==> src/rtl/cache_defs.sv <==
// Shared cache constants and fill-controller state encodings.
package cache_defs;

   localparam int unsigned CACHE_ADDR_W     = 32;
   localparam int unsigned CACHE_DATA_W     = 32;
   localparam int unsigned CACHE_LINE_WORDS = 4;

   localparam logic [1:0] FILL_IDLE = 2'b00;
   localparam logic [1:0] FILL_WB   = 2'b01;
   localparam logic [1:0] FILL_FILL = 2'b10;
   localparam logic [1:0] FILL_DONE = 2'b11;

endpackage

==> src/rtl/line_word_counter.sv <==
// Word index within a cache line; shared by the write-back and fill phases.
module line_word_counter #(
   parameter int unsigned LINE_WORDS = 4
) (
   input  logic                          clk,
   input  logic                          rst,
   input  logic                          clr_i,
   input  logic                          inc_i,
   output logic [$clog2(LINE_WORDS)-1:0] cnt_o,
   output logic                          is_last_o
);

   localparam int unsigned IdxW = $clog2(LINE_WORDS);

   logic [IdxW-1:0] cnt_q, cnt_d;

   always_comb begin
      cnt_d = cnt_q;
      if (clr_i) begin
         cnt_d = '0;
      end else if (inc_i) begin
         cnt_d = cnt_q + 1'b1;
      end
   end

   always_ff @(posedge clk) begin
      if (rst) begin
         cnt_q <= '0;
      end else begin
         cnt_q <= cnt_d;
      end
   end

   assign cnt_o     = cnt_q;
   assign is_last_o = (cnt_q == IdxW'(LINE_WORDS - 1));

endmodule

==> src/rtl/cache_fill_ctrl.sv <==
// Cache line fill controller: optional dirty-victim write-back, then word-by-word line fetch.
// Write-back support is compiled in only when CACHE_WRITEBACK_EN is defined.
module cache_fill_ctrl
   import cache_defs::*;
#(
   parameter int unsigned ADDR_W     = CACHE_ADDR_W,
   parameter int unsigned DATA_W     = CACHE_DATA_W,
   parameter int unsigned LINE_WORDS = CACHE_LINE_WORDS
) (
   input  logic                          clk,
   input  logic                          rst,
   input  logic                          miss_req_i,
   input  logic [ADDR_W-1:0]             miss_addr_i,
   input  logic                          victim_dirty_i,
   input  logic [ADDR_W-1:0]             victim_addr_i,
   input  logic [LINE_WORDS*DATA_W-1:0]  victim_line_i,
   output logic                          mem_req_o,
   output logic                          mem_we_o,
   output logic [ADDR_W-1:0]             mem_addr_o,
   output logic [DATA_W-1:0]             mem_wdata_o,
   input  logic                          mem_ack_i,
   input  logic [DATA_W-1:0]             mem_rdata_i,
   output logic                          fill_we_o,
   output logic [$clog2(LINE_WORDS)-1:0] fill_idx_o,
   output logic [DATA_W-1:0]             fill_data_o,
   output logic                          tag_we_o,
   output logic [ADDR_W-1:0]             tag_addr_o,
   output logic                          busy_o,
   output logic                          mem_done_o
);

   localparam int unsigned IdxW = $clog2(LINE_WORDS);

   logic [1:0]             state_q, state_d;
   logic [ADDR_W-IdxW-1:0] line_hi_q;
   logic [IdxW-1:0]        cnt;
   logic                   cnt_last, cnt_clr, cnt_inc;
   logic                   accept;
   logic                   unused_bits;

   assign accept = (state_q == FILL_IDLE) && miss_req_i;

   line_word_counter #(
      .LINE_WORDS (LINE_WORDS)
   ) u_counter (
      .clk       (clk),
      .rst       (rst),
      .clr_i     (cnt_clr),
      .inc_i     (cnt_inc),
      .cnt_o     (cnt),
      .is_last_o (cnt_last)
   );

   always_ff @(posedge clk) begin
      if (rst) begin
         state_q <= FILL_IDLE;
      end else begin
         state_q <= state_d;
      end
   end

   // Only the line-aligned upper bits are kept; the word index comes from the counter.
   always_ff @(posedge clk) begin
      if (accept) begin
         line_hi_q <= miss_addr_i[ADDR_W-1:IdxW];
      end
   end

`ifdef CACHE_WRITEBACK_EN
   logic [ADDR_W-IdxW-1:0] victim_hi_q;
   logic [DATA_W-1:0]      victim_q [LINE_WORDS];

   always_ff @(posedge clk) begin
      if (accept) begin
         victim_hi_q <= victim_addr_i[ADDR_W-1:IdxW];
         for (int i = 0; i < int'(LINE_WORDS); i++) begin
            victim_q[i] <= victim_line_i[i*DATA_W +: DATA_W];
         end
      end
   end

   assign unused_bits = ^{miss_addr_i[IdxW-1:0], victim_addr_i[IdxW-1:0]};
`else
   assign unused_bits = ^{miss_addr_i[IdxW-1:0], victim_dirty_i, victim_addr_i, victim_line_i};
`endif

   // Outputs are forced low while rst is held so an aborted fill issues nothing further.
   always_comb begin
      state_d     = state_q;
      cnt_clr     = 1'b0;
      cnt_inc     = 1'b0;
      mem_req_o   = 1'b0;
      mem_we_o    = 1'b0;
      mem_addr_o  = '0;
      mem_wdata_o = '0;
      fill_we_o   = 1'b0;
      fill_idx_o  = '0;
      fill_data_o = '0;
      tag_we_o    = 1'b0;
      tag_addr_o  = '0;
      mem_done_o  = 1'b0;
      if (!rst) begin
         case (state_q)
            FILL_IDLE: begin
               if (miss_req_i) begin
                  cnt_clr = 1'b1;
                  state_d = FILL_FILL;
`ifdef CACHE_WRITEBACK_EN
                  if (victim_dirty_i) begin
                     state_d = FILL_WB;
                  end
`endif
               end
            end
`ifdef CACHE_WRITEBACK_EN
            FILL_WB: begin
               mem_req_o   = 1'b1;
               mem_we_o    = 1'b1;
               mem_addr_o  = {victim_hi_q, cnt};
               mem_wdata_o = victim_q[cnt];
               if (mem_ack_i) begin
                  if (cnt_last) begin
                     cnt_clr = 1'b1;
                     state_d = FILL_FILL;
                  end else begin
                     cnt_inc = 1'b1;
                  end
               end
            end
`endif
            FILL_FILL: begin
               mem_req_o  = 1'b1;
               mem_addr_o = {line_hi_q, cnt};
               if (mem_ack_i) begin
                  fill_we_o   = 1'b1;
                  fill_idx_o  = cnt;
                  fill_data_o = mem_rdata_i;
                  if (cnt_last) begin
                     cnt_clr = 1'b1;
                     state_d = FILL_DONE;
                  end else begin
                     cnt_inc = 1'b1;
                  end
               end
            end
            FILL_DONE: begin
               mem_done_o = 1'b1;
               tag_we_o   = 1'b1;
               tag_addr_o = {line_hi_q, {IdxW{1'b0}}};
               state_d    = FILL_IDLE;
            end
            default: state_d = FILL_IDLE;
         endcase
      end
   end

   assign busy_o = (state_q != FILL_IDLE) && !rst;

endmodule

==> config.mk <==
export PLATFORM = sky130hd
export DESIGN_NAME = cache_fill_ctrl
export DESIGN_NICKNAME = d
export VERILOG_FILES = /design/src/rtl/cache_defs.sv /design/src/rtl/line_word_counter.sv /design/src/rtl/cache_fill_ctrl.sv
export SDC_FILE = /design/constraint.sdc
export NUM_CORES = 1
export LEC_CHECK = 0
export BUFFER_PORTS_ARGS = -buffer_cell sky130_fd_sc_hd__buf_4
export CAP_MARGIN = 20
export CORE_AREA = 2 2 142 144
export CTS_CLUSTER_DIAMETER = 40
export DETAILED_ROUTE_END_ITERATION = 12
export DIE_AREA = 0 0 144 146
export PLACE_DENSITY_LB_ADDON = 0.12
export RECOVER_POWER = 25
export SLEW_MARGIN = 30
export SYNTH_ARGS = -nofsm -noshare
export SYNTH_HDL_FRONTEND = slang
export SYNTH_SLANG_ARGS = --single-unit
==> constraint.sdc <==
create_clock -name clk -period 4.8 [get_ports clk]
set_clock_uncertainty 0.2 [all_clocks]
set_input_delay 1.44 -clock clk [delete_from_list [all_inputs] [get_ports clk]]
set_output_delay 1.44 -clock clk [all_outputs]
set_load 0.01 [all_outputs]
# --- After elaboration in Yosys (flattened, before gate mapping) ---
# Index checks and enable logic that the tools add are counted.
totals:
  reg_bits: 34
  input_bits: 229
  wordCells: 47
op_classes:
  add_sub_neg: 1
  eq_ne: 6
  muxes: 30
  reduce_logical: 7
ops:
  columns: ["cell", "count"]
  rows:
  - ["$mux 32", 7]
  - ["$mux 1", 15]
  - ["$mux 2", 6]
  - ["$eq 2x2->1 const B", 3]
  - ["$ne 2x2->1 const B", 3]
  - ["$pmux 2 s2", 1]
  - ["$reduce_and 3->1", 1]
  - ["$add 2x1->2 const B", 1]
  - ["$logic_and 1x1->1", 2]
  - ["$logic_not 2->1", 1]
  - ["$pmux 1 s2", 1]
  - ["$reduce_bool 2->1", 1]
  - ["$reduce_or 2->1", 1]
  - ["$logic_not 1->1", 1]

# --- Logic depth before layout (Yosys ltp) ---
logic_depth:
  ltp_word: 6
  depth_mapped: 4
  ltp_nobuf: 4

# --- Modules after synthesis ---
# Synthesis repeated with hierarchy kept, for this count alone.
hier_totals:
  hier_cells: 232
  hier_area_um2: 2115.8
by_module_without_submodules:
  columns: ["mod", "n_inst", "cells_per_inst", "area_each_um2", "seq_area_each_um2"]
  rows:
  - ["cache_fill_ctrl", 1, 225, 2024.4, 940.9]
  - ["line_word_counter", 1, 7, 91.3, 40.0]

# --- Worst setup path before layout ---
# OpenSTA, ideal clock, no wires.
synth_path:
  path_kind: "input -> output"
  start: "in rst"
  end: "out fill_data_o[10]"
  arrival_time_ps: 2213
  required_time_ps: 3160
  path_slack_ps: 947
  path_stages: 4
  n_path_buf: 1
  path_cell_list: "nand4bb_1 > inv_1 > clkbuf_1 > and2_1"
synth_via:
  elab_chain_cells: 1
synth_lines:
  columns: ["item", "line", "rtl"]
  rows:
  - ["start: declaration", "cache_fill_ctrl.sv:11", "input logic rst,"]
  - ["$mux 32", "cache_fill_ctrl.sv:102", "if (!rst) begin"]
  - ["end: declaration", "cache_fill_ctrl.sv:25", "output logic [DATA_W-1:0] fill_data_o,"]
# No other way between the ends.

# --- Worst setup path in the final report ---
layout_path:
  start: "in rst"
  end: "out fill_data_o[6]"
# The elaborated chain is that of the path after synthesis.

==> summary.txt <==
Global routing
  – Final global-route overflow total: 0
  – Initial antenna violation count: 1
  – Vias in the first global route: 1,804
  – First-pass GRT wire length: 9.80 mm
  – Largest net degree at the start of global routing: 37
  – Overall Global Routing Usage: 6.27%

Timing
  – Max_slew headroom: -57.6%
  – Hold Violations, Final: 0
  – Slew Limit Fails: 32
  – Period utilization: 86.8%
  – Final setup vio count: 0
  – Worst slew pin tran: 2.36 ns
  – RSZ-0062 raised after global routing: no
  – Tmin final: 4.17 ns
  – Hold WS: 0.324 ns
  – Final setup TNS: 0 ns
  – Highest Clock Rate: 0.240 GHz

Finish
  – Final net count: 593
  – Final non-filler cell total: 630
  – Area of the multi-input gates: 863 sq um
  – Syn-to-layout area delta: 78.1%
  – Filler Cell Count: 2,160
  – Sequential cell area: 981 sq um
  – Share of layout cells above drive strength 1: 48.6%
  – Final design utilization: 18.7%

Die
  – Core Footprint: 19,300 sq um
  – Num rows: 51
  – Initial core utilization: 10.5%
  – Die area: 21,000 sq um
  – Io pins: 365
  – Die width: 144 um
  – Vert. Die Dim: 146 um

Worst setup path
  – WP data arrival: 2.53 ns
  – Critical path class: in2out
  – Crit path capture type: primary output
  – CP startpoint kind: primary input
  – Slowest CP cell: buf_4
  – Top delay family on crit path: buffers and inverters
  – Crit path buf inv count: 4
  – Crit-path cells: buf_4 -> nand4bb_1 -> inv_1 -> buf_4 -> and2_1 -> buf_4
  – Worst EP required: 3.16 ns
  – Crit-path max FO: 36
  – Worst path most repeated cell: buf_4
  – Max stage delay on crit path: 0.27 ns

Logic synthesis
  – Cell Area, Synth: 2020 sq um
  – Register area share after synthesis: 48.5%
  – Synth top area share: 44.5%
  – Seq cells post-synth: 34
  – Synth Area per Inst: 10.3 sq um
  – Post-synth EDFFs: 30
  – Cell taking the most area after synthesis: edfxtp_1
  – Yosys warnings: 0
  – Count of cell types in the netlist: 21
  – Post-synthesis instance total: 196
  – Count leader, synth: and2_1
  – Synth top area cells: edfxtp_1 (44%), and2_1 (30%), buf_4 (13%)
  – Dominant synthesized flop cell: edfxtp_1
  – Async S/R FF share, synth: 0%
  – Most frequent cells after synthesis: and2_1 (98), buf_4 (36), edfxtp_1 (30), clkbuf_1 (7), dfxtp_1 (4)

Clocking
  – Worst skew pair latency: 0.28 ns
  – CTS Buffer Depth: 2
  – CTS Sinks: 34
  – Worst-path clk slew: 0.05 ns
  – CTS Root Cell: clkbuf_16
  – H-Tree Depth: 2
  – Setup Fix Bufs, Post-CTS: 0
  – Post-cts sizing count: 0
  – CTS tree: built
  – # hold bufs at CTS: 0
  – TritonCTS buffer count: 5

Drt
  – Wire per inst: 10.6 um
  – Initial detailed-routing violation count: 19
  – Antenna-violating nets left: 0
  – Total number of vias: 1,836
  – Routed wire length: 6.67 mm
  – Detailed Routing Iterations Pass 1: 3
  – Via density per instance: 2.91
  – DRC violations left: 0

Power and ir drop
  – P_int: 0.604 mW
  – Clock power frac: 39.0%
  – Seq pwr share: 44.3%
  – Sw Pwr: 0.197 mW
  – Power Dens Cells: 222 nW/um^2
  – Switching Share: 24.6%
  – Static Leak: 1.72 nW
  – Maximum VDD drop: 99.2 uV
  – Power share of the combinational group: 16.7%

Place
  – Placed cells: 621
  – IO buf count: 166
  – DP HPWL: 5.31 mm
  – GPL Wtd Cong: 0.668

Job
  – MaxCap Viol Count: 1

Outcome
  – Failing checks: capacitance limit, slew limit
  – Outcome: finished with violations

Min path
  – Worst hold path class: reg2reg
cells by family after synthesis:
kind of cell             share of synthesized area (%)
AND/OR/NAND/NOR                                   33.4
buffers and inverters                             15.5
flip-flops                                        48.5
AO/OA/AOI/OAI                                     1.85
adder cells (fa/ha/maj)                          0.618
other                                            0.185
metrics by stage:
step	total power, mW	setup slack, ns	instance area (sq um)
2_1_floorplan	0.432	0.947	2150
3_3_place_gp	0.498	0.621	3470
3_5_place_dp	0.500	0.597	3470
4_1_cts	0.832	0.595	3600
5_1_grt	0.853	0.551	3600
6_report	0.801	0.633	3610
registers in the layout, indices dropped and copies added, names as in the netlist:
register	flops
u_counter.cnt_o	2
line_hi_q	30
state_q	2
final timing paths:
kind | from | to | slack (ns) | cells past startpoint
hold reg to reg | u_counter.cnt_o[1] | u_counter.cnt_o[1] | 0.32 | 2
setup reg to reg | state_q[0] | line_hi_q[0] | 1.89 | 2
hold / removal | u_counter.cnt_o[1] | u_counter.cnt_o[1] | 0.32 | 2
setup / recovery | rst | fill_data_o[6] | 0.63 | 6
per-layer routing:
layer	vias up	GRT usage, %	routed length [um]
li1	891	-	-
met1	806	6.38	2400
met2	134	11.0	3360
met3	5	2.83	795
met4	0	2.65	116
met5	-	0	0
cells in the final DEF, fill, tap and decap left out, types with 2 or more instances in the layout:
cell       instances
clkbuf_4          31
and2_1            96
edfxtp_1          30
conb_1            35
clkbuf_16          5
a211oi_1           2
and2_0             2
inv_1              2
clkinv_1           3
buf_4            140
o21ai_0            2
nor2_1             2
dfxtp_1            4
worst reg2reg max path, delay by kind of cell, from the launching register on:
| family | cells | cell delay [ns] |
|---|---|---|
| flops | 1 | 0.36 |
| simple gates | 2 | 1.90 |
area by class of cell:
type | count | area share [%]
Multi-Input combinational cell | 149 | 23.9
Clock buffer | 5 | 3.47
Tap cell | 265 | 9.19
Timing Repair Buffer | 171 | 35.6
Antenna cell | 1 | 0.0694
Sequential cell | 34 | 27.2
Inverter | 2 | 0.208
Clock inverter | 3 | 0.312
power groups by stage:
| stage | combinational (mW) | sequential [mW] | clock [mW] |
|---|---|---|---|
| after floorplan | 0.0754 | 0.357 | 0 |
| final | 0.134 | 0.355 | 0.312 |
| after global placement | 0.139 | 0.359 | 0 |
| after global routing | 0.149 | 0.358 | 0.345 |
| after detailed placement | 0.140 | 0.360 | 0 |
| after CTS | 0.140 | 0.354 | 0.339 |
No activity file was read; power rests on OpenSTA's default activity.
